## src/rtl/multi_edge_detector_if.sv

```systemverilog
// Bundled channel signals of multi_edge_detector; the master side drives inputs, the slave is the detector.
// cnt_o exists only when EDGE_DET_COUNTERS_EN is defined.
interface multi_edge_detector_if #(
    parameter int NUM_CH = 4,
    parameter int CNT_W  = 16
);
    logic [NUM_CH-1:0]   signal_i;
    logic [2*NUM_CH-1:0] mode_i;
    logic [NUM_CH-1:0]   clear_i;
    logic [NUM_CH-1:0]   level_o;
    logic [NUM_CH-1:0]   posedge_pulse_o;
    logic [NUM_CH-1:0]   negedge_pulse_o;
    logic [NUM_CH-1:0]   event_o;
    logic [NUM_CH-1:0]   sticky_o;
    logic                any_event_o;
`ifdef EDGE_DET_COUNTERS_EN
    logic [NUM_CH*CNT_W-1:0] cnt_o;

    modport master (
        output signal_i, mode_i, clear_i,
        input  level_o, posedge_pulse_o, negedge_pulse_o, event_o, sticky_o, any_event_o, cnt_o
    );

    modport slave (
        input  signal_i, mode_i, clear_i,
        output level_o, posedge_pulse_o, negedge_pulse_o, event_o, sticky_o, any_event_o, cnt_o
    );
`else
    modport master (
        output signal_i, mode_i, clear_i,
        input  level_o, posedge_pulse_o, negedge_pulse_o, event_o, sticky_o, any_event_o
    );

    modport slave (
        input  signal_i, mode_i, clear_i,
        output level_o, posedge_pulse_o, negedge_pulse_o, event_o, sticky_o, any_event_o
    );
`endif

    if (NUM_CH < 1 || CNT_W < 1) begin : g_bad_params
        $error("multi_edge_detector_if: NUM_CH and CNT_W must be at least 1");
    end
endinterface

```

## src/rtl/multi_edge_detector.sv

```systemverilog
// Per-channel synchronizer, glitch filter and level tracker producing edge pulses, mode-gated
// events and sticky flags. Define EDGE_DET_COUNTERS_EN to add saturating per-channel event counters.
module multi_edge_detector #(
    parameter int NUM_CH        = 4,
    parameter int SYNC_STAGES   = 2,
    parameter int FILTER_CYCLES = 0,
    parameter bit INIT_LEVEL    = 1'b0,
    parameter int CNT_W         = 16
) (
    input  logic                  clk_i,
    input  logic                  rst_i,
    multi_edge_detector_if.slave  bus
);
    localparam int FILTER_MAX = (FILTER_CYCLES > 1) ? FILTER_CYCLES : 1;
    localparam int FCNT_RAW   = $clog2(FILTER_CYCLES + 1);
    localparam int FCNT_W     = (FCNT_RAW > 0) ? FCNT_RAW : 1;
    localparam logic [FCNT_W-1:0] FCNT_LAST = FCNT_W'(FILTER_MAX - 1);
    localparam logic [NUM_CH-1:0] INIT_VEC  = {NUM_CH{INIT_LEVEL}};

    logic [NUM_CH-1:0] sync_out;
    logic [NUM_CH-1:0] level_q;
    logic [NUM_CH-1:0] prev_q;
    logic [NUM_CH-1:0] sticky_q;
    logic [FCNT_W-1:0] fcnt_q [NUM_CH];
    logic [NUM_CH-1:0] pos_edge;
    logic [NUM_CH-1:0] neg_edge;
    logic [NUM_CH-1:0] event_hit;

    if (NUM_CH < 1 || SYNC_STAGES < 0 || SYNC_STAGES > 4 || FILTER_CYCLES < 0 || CNT_W < 1)
    begin : g_bad_params
        $error("multi_edge_detector: parameter out of range");
    end

    if (SYNC_STAGES == 0) begin : g_no_sync
        assign sync_out = bus.signal_i;
    end else begin : g_sync
        logic [NUM_CH-1:0] chain_q [SYNC_STAGES];

        always_ff @(posedge clk_i) begin
            if (rst_i) begin
                for (int i = 0; i < SYNC_STAGES; i++) begin
                    chain_q[i] <= INIT_VEC;
                end
            end else begin
                chain_q[0] <= bus.signal_i;
                for (int i = 1; i < SYNC_STAGES; i++) begin
                    chain_q[i] <= chain_q[i-1];
                end
            end
        end

        assign sync_out = chain_q[SYNC_STAGES-1];
    end

    // A new level is accepted only after FILTER_MAX consecutive mismatching samples;
    // any matching sample restarts the count, so short glitches never reach level_q.
    always_ff @(posedge clk_i) begin
        if (rst_i) begin
            level_q <= INIT_VEC;
            prev_q  <= INIT_VEC;
            for (int c = 0; c < NUM_CH; c++) begin
                fcnt_q[c] <= '0;
            end
        end else begin
            prev_q <= level_q;
            for (int c = 0; c < NUM_CH; c++) begin
                if (sync_out[c] == level_q[c]) begin
                    fcnt_q[c] <= '0;
                end else if (fcnt_q[c] == FCNT_LAST) begin
                    level_q[c] <= sync_out[c];
                    fcnt_q[c]  <= '0;
                end else begin
                    fcnt_q[c] <= fcnt_q[c] + FCNT_W'(1);
                end
            end
        end
    end

    always_comb begin
        pos_edge  = level_q & ~prev_q;
        neg_edge  = ~level_q & prev_q;
        event_hit = '0;
        for (int c = 0; c < NUM_CH; c++) begin
            event_hit[c] = (pos_edge[c] & bus.mode_i[2*c]) | (neg_edge[c] & bus.mode_i[2*c+1]);
        end
    end

    // Set wins over clear so an event arriving with clear_i is never lost.
    always_ff @(posedge clk_i) begin
        if (rst_i) begin
            sticky_q <= '0;
        end else begin
            sticky_q <= event_hit | (sticky_q & ~bus.clear_i);
        end
    end

    assign bus.level_o         = level_q;
    assign bus.posedge_pulse_o = pos_edge;
    assign bus.negedge_pulse_o = neg_edge;
    assign bus.event_o         = event_hit;
    assign bus.sticky_o        = sticky_q;
    assign bus.any_event_o     = |event_hit;

`ifdef EDGE_DET_COUNTERS_EN
    localparam logic [CNT_W-1:0] CNT_SAT = '1;

    logic [CNT_W-1:0] cnt_q [NUM_CH];

    // Clearing in the same cycle as an event leaves a count of one for that event.
    always_ff @(posedge clk_i) begin
        if (rst_i) begin
            for (int c = 0; c < NUM_CH; c++) begin
                cnt_q[c] <= '0;
            end
        end else begin
            for (int c = 0; c < NUM_CH; c++) begin
                if (bus.clear_i[c]) begin
                    cnt_q[c] <= event_hit[c] ? CNT_W'(1) : '0;
                end else if (event_hit[c] && (cnt_q[c] != CNT_SAT)) begin
                    cnt_q[c] <= cnt_q[c] + CNT_W'(1);
                end
            end
        end
    end

    for (genvar c = 0; c < NUM_CH; c++) begin : g_cnt_out
        assign bus.cnt_o[c*CNT_W +: CNT_W] = cnt_q[c];
    end
`endif
endmodule

```

## src/flat_wrapper.sv

```systemverilog
// flat-port wrapper written by rule: the top's interface ports become plain ports
module multi_edge_detector_flat 
#(
    parameter int NUM_CH        = 4,
    parameter int SYNC_STAGES   = 2,
    parameter int FILTER_CYCLES = 0,
    parameter bit INIT_LEVEL    = 1'b0,
    parameter int CNT_W         = 16
)
  (clk_i, rst_i, bus_signal_i, bus_mode_i, bus_clear_i, bus_level_o, bus_posedge_pulse_o, bus_negedge_pulse_o, bus_event_o, bus_sticky_o, bus_any_event_o);
  multi_edge_detector_if #(.NUM_CH(NUM_CH), .CNT_W(CNT_W)) bus_i ();
  input  logic clk_i;
  input  logic rst_i;
  input wire logic [$bits(bus_i.signal_i)-1:0] bus_signal_i;
  input wire logic [$bits(bus_i.mode_i)-1:0] bus_mode_i;
  input wire logic [$bits(bus_i.clear_i)-1:0] bus_clear_i;
  output wire logic [$bits(bus_i.level_o)-1:0] bus_level_o;
  output wire logic [$bits(bus_i.posedge_pulse_o)-1:0] bus_posedge_pulse_o;
  output wire logic [$bits(bus_i.negedge_pulse_o)-1:0] bus_negedge_pulse_o;
  output wire logic [$bits(bus_i.event_o)-1:0] bus_event_o;
  output wire logic [$bits(bus_i.sticky_o)-1:0] bus_sticky_o;
  output wire logic [$bits(bus_i.any_event_o)-1:0] bus_any_event_o;
  assign bus_i.signal_i = bus_signal_i;
  assign bus_i.mode_i = bus_mode_i;
  assign bus_i.clear_i = bus_clear_i;
  assign bus_level_o = bus_i.level_o;
  assign bus_posedge_pulse_o = bus_i.posedge_pulse_o;
  assign bus_negedge_pulse_o = bus_i.negedge_pulse_o;
  assign bus_event_o = bus_i.event_o;
  assign bus_sticky_o = bus_i.sticky_o;
  assign bus_any_event_o = bus_i.any_event_o;
  multi_edge_detector #(.NUM_CH(NUM_CH), .SYNC_STAGES(SYNC_STAGES), .FILTER_CYCLES(FILTER_CYCLES), .INIT_LEVEL(INIT_LEVEL), .CNT_W(CNT_W)) u_core (.clk_i(clk_i), .rst_i(rst_i), .bus(bus_i));
endmodule
```

## config.mk

```make
export PLATFORM = sky130hd
export DESIGN_NAME = multi_edge_detector_flat
export DESIGN_NICKNAME = d
export VERILOG_FILES = /design/src/rtl/multi_edge_detector_if.sv /design/src/rtl/multi_edge_detector.sv /design/src/flat_wrapper.sv
export SDC_FILE = /design/constraint.sdc
export NUM_CORES = 1
export LEC_CHECK = 0
export CORE_MARGIN = 10
export CORE_UTILIZATION = 39
export DETAILED_ROUTE_END_ITERATION = 6
export PLACE_DENSITY = 0.76
export SYNTH_ARGS = -nofsm -noshare
export SYNTH_HDL_FRONTEND = slang
export SYNTH_SLANG_ARGS = --single-unit
```

## constraint.sdc

```tcl
create_clock -name clk_i -period 2.3 [get_ports clk_i]
set_clock_uncertainty 0.2 [all_clocks]
set_input_delay 0.46 -clock clk_i [delete_from_list [all_inputs] [get_ports clk_i]]
set_output_delay 0.46 -clock clk_i [all_outputs]
set_load 0.005 [all_outputs]
```

==> qor.csv, run 1 <==
metric,value,unit
status,finished with violations,
violations,negative setup slack,
fmax,0.431,GHz
dr.pass1.iters,2,
vias,648,
grt_pass1_vias,671,
yosys.area.top_type_share,0.473,
dp_hpwl,1520,um
grt_setup_unrepaired,yes,
r2r_setup_slack,0.86,ns
timing_worst_setup_path_type,reg -> out,
drv_slew,0,
ys_warn_count,0,
synth_top_family_by_area,simple AND/OR/NAND/NOR gates,
grt_max_degree,14,
crit_start,u_core.prev_q[0],
cp_slowest_cell,or4_4,
grt_overflow,0,
hold_class,reg -> reg,
numCtsBuffers,3,
dp_cells,147,
initial_core_util,0.422,
nFillCells,157,
cts_buffer_depth,2,
drc,0,
start_kind,register,
die_w,66.6,um
finalNonFillerCells,154,
cp_max_fo,2,
drtIter0Drc,13,
netlist_top_cells_area,"dfxtp_1 (47%), nor2b_1 (16%), edfxtp_1 (14%)",
synth-seq-area-share,0.615,
slowest_delay,0.50,ns
busiest_layer,met2,
use_met2,0.146,
fin_ws,-0.0204,ns
syn_area,846,sq um
postLayoutCellArea,1420,sq um
dieArea,4430,sq um
final_cell_mix,"clkdlybuf4s50_1 (27), nor2b_1 (21), dfxtp_1 (17)",
grt_pass1_wl,2910,um
min_from,u_core.g_sync.chain_q[0][1],
whs_path_depth,1,
synth.avg_cell_area,12.3,sq um
place_congestion,0.718,
coreArea,2000,sq um
cts_max_level,1,
drv_cap,0,
yosys.cell_types.count,13,
cts.sinks,24,
required,1.64,ns
antenna_found_initial,0,
timing.final.crit_period,2.32,ns
dp_slack,-0.481,ns
worstPathArrival,1.66,ns
synthAdderAreaFrac,0,
synth-compound-area-share,0.0991,
yosys.area_share.simple,0.220,
grt_use_met3,0.0418,
rows,16,
r2r_start,u_core.bus.level_o[3],
ys_ff_latch,24,
via_per_inst,4.21,
track_usage,0.0827,
clk_pin_slew,0.13,ns
areaGrowthSynthToFinish,67.3,%
cts-root-buf,clkbuf_4,
power_leakage,0.699,nW
holdBufCountCts,0,
synth-xor-area-share,0,
critPathCaptureType,output port,
p_total,749,uW
die_h,66.6,um
peakVddDrop,482,uV
period_share,1.01,
nets,146,
ant_nets,0,
postPlaceCellArea,1340,sq um
portBuffers,38,
cts_tree,yes,
ff2ff_path_depth,5,
synth.area.mux_share,0.0473,
syn_inst,69,
use_met1,0.0833,
ioPinCount,39,
insertion_delay,0.30,ns
drive_gt1_frac,0.197,
finalSetupViolCount,1,
final_common_cell,clkdlybuf4s50_1,
routed_wl,1840,um
hold_viol_final,0,
yosysTopAreaCell,dfxtp_1,
avgRoutedWirePerCell,11.9,um
diodes,0,
worstPathCellList,nor2b_2 > a22o_4 > or4_4 > buf_6,
p_per_area,529,nW/um^2
[layer usage]
metal	wire length, um	share of wire
met1	766	0.42
met2	891	0.48
met3	175	0.095
met4	6	0.0033
met5	0	0
[power by group]
part           internal (mW)  total [mW]  leakage [nW]  switching (mW)
clock network         0.0965       0.214        0.0210           0.118
registers              0.444       0.451         0.204         0.00653
logic                 0.0595      0.0842         0.474          0.0247
[area by class of cell]
class                   instances  area (sq um)  area share
flip-flops and latches         24           524       0.370
repair buffers                 50           478       0.338
well taps                      27          33.8      0.0239
clock buffers                   4          36.3      0.0256
multi-input cells              49           343       0.242
[logic make-up after synthesis]
group	after synthesis
flip-flops	24
other	2
buffers and inverters	2
multiplexers	4
AO/OA/AOI/OAI	8
AND/OR/NAND/NOR	29
[per-stage QoR]
step           TNS [ns]  hold slack (ns)   util
2_1_floorplan         0            0.214      -
3_3_place_gp     -0.690            0.217  0.671
3_5_place_dp     -0.717            0.228  0.671
4_1_cts         -0.0833            0.253  0.688
5_1_grt         -0.0853            0.271  0.707
6_report        -0.0204            0.255  0.707
[flip-flops by register name, indices dropped and copies added (netlist names)]
register and cells:
u_core.g_sync.chain_q 8, u_core.bus.level_o 4, u_core.bus.sticky_o 4, u_core.fcnt_q 4
u_core.prev_q 4
[repair_timing]
item	CTS	global route
endpoints found under the setup margin	5	2
gates resized for setup	11	8
setup buffers	0	3
pin swaps	2	5
[worst max-delay path: cells and delay by family, from the launching register on]
kind | cells | cell delay [ns]
buffers and inverters | 1 | 0.13
AOI/OAI and AO/OA | 1 | 0.21
DFF | 1 | 0.35
and+or+nand+nor | 2 | 0.66
[cell usage after synthesis]
cell,number
edfxtp_1,4
a22o_1,3
nor2b_2,1
or4_4,1
nor2_1,4
dfxtp_1,20
a22o_4,1
clkbuf_1,2
nor2b_4,1
nor2b_1,22
mux2i_1,4
o21ba_1,4
conb_1,2
[path summary, 6_finish.rpt]
check,to
setup / recovery,bus_any_event_o
hold / removal,u_core.g_sync.chain_q[0][5]
setup reg to reg,u_core.bus.sticky_o[3]
hold reg to reg,u_core.g_sync.chain_q[0][5]
Power figures use the tool's default switching activity.
==> run 2: changes to the inputs <==
Settings changed: CORE_MARGIN 10 to 2, CORE_UTILIZATION 39 to 55, DONT_BUFFER_PORTS set to 1, PLACE_DENSITY 0.76 to 0.7.
==> qor.csv, run 2 (synthesis gave the netlist of run 1 again) <==
metric,value,unit
drtIter0Drc,2,
cts_max_level,1,
cts.sinks,24,
portBuffers,0,
finalSetupViolCount,0,
place_congestion,0.605,
power_leakage,0.432,nW
regMostFlops,u_core.g_sync.chain_q,
clk_pin_slew,0.12,ns
drc,0,
hold_viol_final,0,
antenna_found_initial,0,
postPlaceCellArea,881,sq um
worstPathArrival,1.59,ns
finalHoldWorstSlack,0.0786,ns
critPathCaptureType,output port,
via_per_inst,4.90,
routed_wl,1180,um
grt_overflow,0,
die_h,43.2,um
start_kind,register,
required,1.64,ns
ant_nets,0,
peakVddDrop,358,uV
nets,100,
dp_slack,0.343,ns
tns,0,ns
fin_ws,0.0507,ns
cts_buffer_depth,2,
drv_slew,0,
dr.pass1.iters,2,
grt_pass1_vias,434,
grt_max_degree,13,
p_total,654,uW
diodes,0,
die_w,43.2,um
p_per_area,690,nW/um^2
grt_setup_unrepaired,no,
rows,14,
final_common_cell,nor2b_1,
nFillCells,132,
cp_max_fo,5,
drive_gt1_frac,0.125,
drv_cap,0,
final_cell_mix,"nor2b_1 (22), dfxtp_1 (17), conb_1 (8)",
areaGrowthSynthToFinish,12.0,%
cts_tree,yes,
insertion_delay,0.30,ns
cts-root-buf,clkbuf_4,
coreArea,1470,sq um
track_usage,0.139,
numCtsBuffers,3,
grt_pass1_wl,1790,um
initial_core_util,0.575,
ioPinCount,39,
timing.final.crit_period,2.25,ns
dieArea,1870,sq um
vias,470,
hold_class,in -> reg,
postLayoutCellArea,947,sq um
status,finished clean,
timing_worst_setup_path_type,reg -> out,
fmax,0.445,GHz
largest_reg_flops,8,
avgRoutedWirePerCell,12.3,um
period_share,0.978,
[run 2: cell count changes in the layout (fill, tap and decap cells not counted), sizes merged]
cell / delta
buf: -13
clkbuf: -1
clkdlybuf4s50: -27
dlygate4sd2: -5
dlygate4sd3: +4
dlymetal6s2s: -5
[run 2: worst max-delay path, stage by stage, from the launching register on]
cell and delay [ns]:
dfxtp_2 0.36, nor2b_4 0.14, a22o_4 0.26, or4_4 0.53
[run 2: metrics by stage]
step | utilization | cells
5_1_grt | 0.644 | 96
3_5_place_dp | 0.599 | 89
6_report | 0.644 | 96
4_1_cts | 0.635 | 95
2_1_floorplan | - | 75
3_3_place_gp | 0.599 | 89
[run 2: worst paths after layout]
kind,start,endpoint,slack [ns],cells after the start
min reg2reg,u_core.g_sync.chain_q[0][2],u_core.g_sync.chain_q[0][6],0.25,1
max,u_core.bus.level_o[0],bus_any_event_o,0.05,3
max reg2reg,u_core.bus.level_o[1],u_core.bus.sticky_o[1],1.00,3
min,bus_signal_i[1],u_core.g_sync.chain_q[0][1],0.08,1
[run 2: cell type report]
| cell class | count | area, sq um | share of cell area |
|---|---|---|---|
| multi-input cells | 49 | 340 | 0.359 |
| clock buffers | 3 | 22.5 | 0.0238 |
| repair buffers | 4 | 40.0 | 0.0423 |
| well taps | 16 | 20.0 | 0.0211 |
| flip-flops and latches | 24 | 524 | 0.554 |
[run 2: per-layer routing]
metal,part of all wire,vias to the layer above,global-route usage,wire (um)
li1,-,239,-,-
met1,0.41,205,0.173,479
met2,0.49,24,0.203,576
met3,0.096,2,0.0340,113
met4,0.0085,0,0.109,10
met5,0,-,0,0
[run 2: report_power, final]
group / switching [mW] / internal [mW] / leakage [nW]
Clock: 0.107 / 0.0610 / 0.0138
Combinational: 0.0137 / 0.0203 / 0.214
Sequential: 0.00770 / 0.444 / 0.204
[run 2: timing repair]
item,4_1_cts,5_1_grt
gates cloned,0,0
setup buffers,0,0
hold buffers,3,1
gates resized for setup,1,2
pin swaps,0,0
endpoints found under the setup margin,1,1
endpoints found under the hold margin,10,2
==> run 3: changes to the inputs <==
Settings changed: CORE_MARGIN 2 to 5, CORE_UTILIZATION 55 to 61, PLACE_DENSITY 0.7 to 0.77.
Clock period 2.3 ns to 2.8 ns, I/O delays scaled along.
==> qor.csv, run 3 (synthesis gave the netlist of run 1 again) <==
metric,value,unit
status,finished clean,
ant_nets,0,
die_w,47.2,um
cts-resized-gates,0,
rows,13,
holdBufCountCts,0,
cts_buffer_depth,2,
cts.sinks,24,
clk_pin_slew,0.11,ns
routed_wl,1240,um
fmax,0.418,GHz
cp_max_fo,5,
insertion_delay,0.30,ns
ioPinCount,39,
grt_overflow,0,
clock_power_share,0.264,
drv_slew,0,
p_total,533,uW
antenna_found_initial,0,
p_sw,105,uW
vias,489,
timing.final.crit_period,2.39,ns
finalHoldWorstSlack,0.108,ns
portBuffers,0,
hold_viol_final,0,
dieArea,2230,sq um
cts_max_level,1,
dr.pass1.iters,2,
track_usage,0.124,
cts-root-buf,clkbuf_4,
drc,0,
grt_max_degree,21,
numCtsBuffers,3,
grt_setup_unrepaired,no,
cp_slowest_cell,or4_4,
worstPathArrival,1.63,ns
areaGrowthSynthToFinish,6.66,%
diodes,0,
worstPathCellList,nor2b_1 > a22o_1 > or4_4,
period_share,0.855,
nets,96,
peakVddDrop,399,uV
initial_core_util,0.650,
swShare,0.196,
finalSetupViolCount,0,
cts_tree,yes,
critPathCaptureType,output port,
timing_worst_setup_path_type,reg -> out,
tns,0,ns
slowest_delay,0.52,ns
final_cell_mix,"nor2b_1 (22), dfxtp_1 (20), conb_1 (8)",
final_core_util,0.693,
largest_reg_flops,8,
via_per_inst,5.37,
p_per_area,590,nW/um^2
drive_gt1_frac,0.0921,
drtIter0Drc,1,
die_h,47.2,um
seq_power_share,0.697,
grt_pass1_wl,1810,um
regMostFlops,u_core.g_sync.chain_q,
start_kind,register,
postCtsSetupRepairBufs,0,
drv_cap,0,
power_leakage,0.414,nW
r2r_setup_slack,1.49,ns
avgRoutedWirePerCell,13.6,um
coreArea,1300,sq um
place_congestion,0.592,
required,2.04,ns
grt_pass1_vias,423,
hold_class,in -> reg,
comb_power_share,0.039,
final_common_cell,nor2b_1,
intPower,428,uW
run 3: cell count changes in the layout (fill, tap and decap cells not counted):
cell,change
dfxtp_1,+3
dfxtp_2,-3
dlygate4sd3_1,-4
run 3: routing by layer:
layer	vias up	global-route usage	wire length (um)
met4	0	0.0994	44
met2	28	0.184	580
li1	234	-	-
met5	-	0	0
met3	4	0.0345	163
met1	223	0.147	451
run 3: critical path: cells and delay by family (launching register included):
kind / cells / cell delay (ns)
flops: 1 / 0.42
simple gates: 2 / 0.62
compound gates: 1 / 0.28
run 3: through the flow:
step | instances | worst slack (ns) | area [sq um]
after floorplan | 75 | 0.723 | 868
after global placement | 88 | 0.710 | 880
after detailed placement | 88 | 0.708 | 880
after CTS | 91 | 0.374 | 902
after global routing | 91 | 0.295 | 902
final | 91 | 0.407 | 902
run 3: worst paths after layout:
kind,from,endpoint,cells after the start
hold reg to reg,u_core.g_sync.chain_q[0][2],u_core.g_sync.chain_q[0][6],1
setup / recovery,u_core.bus.level_o[2],bus_any_event_o,3
setup reg to reg,u_core.bus.level_o[1],u_core.bus.sticky_o[1],3
hold / removal,rst_i,u_core.prev_q[0],1
run 3: layout make-up:
type / instances / area (sq um)
clock buffer: 3 / 22.5
fill: 116 / 399
multi-input combinational: 49 / 340
sequential: 24 / 520
tap: 15 / 18.8
run 3: power by group through the flow:
| stage | Clock [mW] | Combinational [mW] | Sequential [mW] |
|---|---|---|---|
| 2_1_floorplan | 0 | 0.0223 | 0.378 |
| 3_3_place_gp | 0 | 0.0205 | 0.379 |
| 3_5_place_dp | 0 | 0.0211 | 0.379 |
| 4_1_cts | 0.147 | 0.0211 | 0.371 |
| 5_1_grt | 0.162 | 0.0244 | 0.373 |
| 6_report | 0.141 | 0.0210 | 0.371 |
==> RTL edit 1 (config.mk and constraints of run 2) <==
`SYNC_STAGES` is set to 2 in 2 places; all go to 1.
--- a/src/rtl/multi_edge_detector.sv
+++ b/src/rtl/multi_edge_detector.sv
@@ -4,3 +4,3 @@
     parameter int NUM_CH        = 4,
-    parameter int SYNC_STAGES   = 2,
+    parameter int SYNC_STAGES   = 1,
     parameter int FILTER_CYCLES = 0,
--- a/src/flat_wrapper.sv
+++ b/src/flat_wrapper.sv
@@ -4,3 +4,3 @@
     parameter int NUM_CH        = 4,
-    parameter int SYNC_STAGES   = 2,
+    parameter int SYNC_STAGES   = 1,
     parameter int FILTER_CYCLES = 0,
Function: changed (Yosys sat finds a counterexample within 4 cycles, from zero or initial values and one cycle with rst_i high).
==> RTL edit 1 against run 2 <==
  * Combinational power is 2% higher
  * Register-to-register slack worse by 20 ps
  * Design area is 11% lower
  * Routed wire length is 12% lower
  * Utilization is 3.3 points higher
  * Non-clock buffer count is 3 lower
  * Sequential power is 15% lower
  * Fmax is 1.4% higher
  * Critical path depth stayed put
  * Setup slack better by 31 ps
  * Sequential cell count is 4 lower
  * Area after synthesis is 15% lower
  * Critical endpoint unchanged
  * Total power is 6.3% higher
==> RTL edit 1: results (changes against run 2) <==
[clock_network]
clockBufferDepth=2  ; unchanged
cts_root_buf=clkbuf_4
cts_made_buffers=3  ; unchanged
clk_latency_ps=290
h-tree-depth=1  ; unchanged
post_cts_buffers=0  ; unchanged
clkSlewWorstSetupHoldPaths_ps=100  ; -20 ps

[power]
leakage_nw=0.3915  ; -9.4%
ir_worst_vdd_uv=540.2  ; +51%

[logic_synthesis]
synth_edf_count=4  ; unchanged
synth_top_cells_by_count=nor2b_1 (18), dfxtp_1 (16)
synthMuxAreaShare=0.05585  ; +0.008509
synth_xor_area_frac=0  ; unchanged
ys_seq_area_frac=0.6143  ; -0.001074
ys_types=11  ; -2
synth_area_leaders=dfxtp_1 (45%), edfxtp_1 (17%), nor2b_1 (16%), mux2i_1 (5.6%), o21ba_1 (5.6%)
synth_compound_area_frac=0.1047  ; +0.005600

[grt]
grt_usage=0.1216  ; -0.01769
grt.met3_usage=0.03333  ; -0.0007092
grt_pass1_wl_mm=1.248  ; -30%
met2_usage=0.2056  ; +0.002660
antenna_found_initial=0  ; unchanged
grt_pass1_vias=363  ; -16%
grt_max_degree=17  ; +4
grt_use_met1=0.1324  ; -0.04104

[critical_path]
cpPeakStageDelay_ps=540
crit_fanout=5  ; unchanged
path_delay_family=simple AND/OR/NAND/NOR gates
cp.arrival_ps=1560  ; -30 ps
worst_path_max_delay_cell=or4_4
rr_worst_depth=3  ; unchanged

[final_layout]
finalNetCount=89  ; -11%
drive_gt1_frac=0.1714  ; +0.04643

[min_path]
hp-class=in2reg

[placed_design]
placed_area_um2=754.5  ; -14%
gp_congestion=0.5699  ; -5.8%

[routing]
wl_met1_um=374  ; -22%
wl_met3_um=132  ; +17%
viasPerCell=5.176  ; +5.7%
drt-total-wl_mm=1.040  ; -12%
dr_wl_met2_um=524  ; -9.0%
drtPass1Iterations=3  ; +1

[status]
status=complete, no violations

[run]
drv_cap=0  ; unchanged

==> RTL edit 1: changes by cell type in the layout (fill, tap and decap cells not counted), sizes merged <==
cell	delta
bufinv	+1
dlygate4sd3	-3
and2b	+2
nor2b	-6
dfxtp	-4
==> RTL edit 1: area by class of cell <==
class | count | area, um^2
timing repair buffer | 1 | 10.01
fill | 101 | 405.4
clock inverter | 1 | 30.03
tap | 15 | 18.77
sequential | 20 | 451.7
clock buffer | 3 | 22.52
multi-input combinational | 45 | 314.1
==> RTL edit 1: repair_timing <==
item | CTS | global route
pin swaps | 2 | 3
hold buffers | 0 | 1
hold endpoints to repair | 0 | 4
endpoints found under the setup margin | 1 | 1
resized for setup | 2 | 10
==> RTL edit 1: path summary, 6_finish.rpt <==
kind                                                  start  slack, ps                     end
worst max-delay path                  u_core.bus.level_o[3]         80         bus_any_event_o
worst min-delay path                                  rst_i         20        u_core.prev_q[3]
worst max register to register        u_core.bus.level_o[0]        980  u_core.bus.sticky_o[0]
worst min register to register  u_core.g_sync.chain_q[0][0]        280   u_core.bus.level_o[0]
==> RTL edit 1: kinds of logic after synthesis <==
kind of cell	Yosys count
simple gates	25
flops	20
compound gates	8
mux	4
other cells	2
buf+inv	1
==> RTL edit 1: power by group <==
| part | switching (mW) | internal [mW] | leakage, nW |
|---|---|---|---|
| combinational | 0.0138 | 0.0208 | 0.191 |
| sequential | 0.0106 | 0.374 | 0.173 |
| clock | 0.0995 | 0.176 | 0.0279 |
==> RTL edit 1: through the flow <==
stage               hold WS (ps)  std cells    util  setup TNS, ps  worst slack, ps
floorplan                  236.5         66       -              0            332.4
global placement           241.6         80  0.6024              0            275.3
global route              0.5411         85  0.6763              0            14.27
detailed placement         255.6         80  0.6024              0            253.9
finish                     19.23         85  0.6763              0            81.86
CTS                        3.315         84  0.6464         -6.521           -6.521
==> RTL edit 2 (flow settings as in run 2) <==
Made on the original files. `INIT_LEVEL` is set to 1'b0 in 2 places; all go to 1'b1.
--- a/src/rtl/multi_edge_detector.sv
+++ b/src/rtl/multi_edge_detector.sv
@@ -6,3 +6,3 @@
     parameter int FILTER_CYCLES = 0,
-    parameter bit INIT_LEVEL    = 1'b0,
+    parameter bit INIT_LEVEL    = 1'b1,
     parameter int CNT_W         = 16
--- a/src/flat_wrapper.sv
+++ b/src/flat_wrapper.sv
@@ -6,3 +6,3 @@
     parameter int FILTER_CYCLES = 0,
-    parameter bit INIT_LEVEL    = 1'b0,
+    parameter bit INIT_LEVEL    = 1'b1,
     parameter int CNT_W         = 16
Behaviour: not the same (Yosys sat finds a counterexample within 4 cycles, from zero or initial values and one cycle with rst_i high).
==> RTL edit 2 against run 2 <==
  * Sequential power up 3%
  * Die area up 0.28%
  * Total power up 5.9%
  * Area after synthesis up 0.30%
  * Setup slack worse by 8.9 ps
  * Critical path depth unchanged
  * Routed wire length down 6.7%
  * Design area down 3.2%
  * Sequential cell count unchanged
  * Critical path type unchanged
==> RTL edit 2: results (changes against run 2) <==
[clock_network]
post_cts_buffers=0  ; unchanged
cts-resized-gates=1  ; unchanged
cts_root_buf=clkbuf_4

[logic_synthesis]
synth_compound_area_frac=0.1401  ; +0.04101
ys_types=12  ; -1
synth_top_area_share=0.4720  ; -0.001396
yosys_warnings=0  ; unchanged
yosys.area_share.adder=0  ; unchanged
syn_avg_cell_area_um2=12.29  ; +0.30%
synthMuxAreaShare=0  ; -0.04734
synth_xor_area_frac=0  ; unchanged
synth_area_leaders=dfxtp_1 (47%), edfxtp_1 (14%), nor2b_1 (11%), or2_1 (8.8%), o21ba_1 (4.7%)
synth_top_cells_by_count=dfxtp_1 (20), nor2b_1 (15), or2_1 (12)
ys_seq_area_frac=0.6136  ; -0.001815

[final_layout]
drive_gt1_frac=0.1299  ; +0.004870
finalNetCount=96  ; -4.0%
largest_register_ffs=8  ; unchanged

[routing]
drtPass1Iterations=2  ; unchanged
antenna_left=0  ; unchanged
wire_per_inst_um=11.83  ; -3.7%
wl_met3_um=143  ; +27%
vias=481  ; +2.3%
wl_met1_um=408  ; -15%
routed.top_layer=met3
dr_wl_met2_um=548  ; -4.9%
initialDrtViolationCount=3  ; +1
viasPerCell=5.172  ; +5.6%

[min_path]
hold_start=bus_signal_i[3]
hold_end=u_core.g_sync.chain_q[0][3]
hp-class=in2reg
min_path_cells=1  ; unchanged

[placed_design]
dp_slack_ps=332.9  ; -9.964 ps
gp_congestion=0.5850  ; -3.3%
port_buffers=0  ; unchanged

[status]
status=complete, no violations

[timing]
hold_slack_ps=45.03  ; -33.59 ps

[grt]
grt_pass1_wl_mm=1.676  ; -6.6%
grt-busiest-layer=met2
grt_use_met1=0.1144  ; -0.05900
grt_max_degree=21  ; +8
grt_usage=0.1290  ; -0.01035
grt.met3_usage=0.03830  ; +0.004255
grt_pass1_vias=436  ; +0.46%
met2_usage=0.2388  ; +0.03582

[critical_path]
cpPeakStageDelay_ps=530  ; about the same
worst_path_max_delay_cell=or4_4
rr_worst_depth=3  ; unchanged
cp.arrival_ps=1600
reg2reg_to=u_core.bus.sticky_o[1]
reg2reg_from=u_core.bus.level_o[1]
startpoint=u_core.bus.level_o[0]

[power]
powerSeq_mw=0.467  ; +3%
ir_worst_vdd_uv=420.8  ; +18%
p_int_mw=0.5442  ; +3.5%
p_comb_mw=0.0479  ; +41%
leakage_nw=0.3880  ; -10%

==> RTL edit 2: changes by cell type after synthesis <==
cell,change
or2_1,+12
nor2b_1,-7
a211o_1,+4
mux2i_1,-4
nor2_1,-4
nor2b_2,-1
==> RTL edit 2: stage by stage <==
step                      utilization  power [mW]  TNS, ps  instance area (um^2)
after floorplan                     -      0.5195        0                 870.8
after CTS                      0.6190      0.6981        0                 910.9
after global placement         0.6003      0.5223        0                 883.3
after global routing           0.6233      0.7280   -4.277                 917.1
final                          0.6233      0.6921        0                 917.1
after detailed placement       0.6003      0.5256        0                 883.3
==> RTL edit 2: worst max path at each step <==
stage | endpoint | slack (ps)
after floorplan | bus_any_event_o | 400
after global placement | bus_any_event_o | 360
after detailed placement | bus_any_event_o | 330
after CTS | bus_any_event_o | 5
after global routing | bus_any_event_o | -4
final | bus_any_event_o | 40
==> RTL edit 2: cell type report <==
class,count,area (um^2)
sequential,24,528.0
clock buffer,3,22.52
multi-input combinational,49,342.8
fill,138,554.3
tap,16,20.02
clock inverter,1,3.754
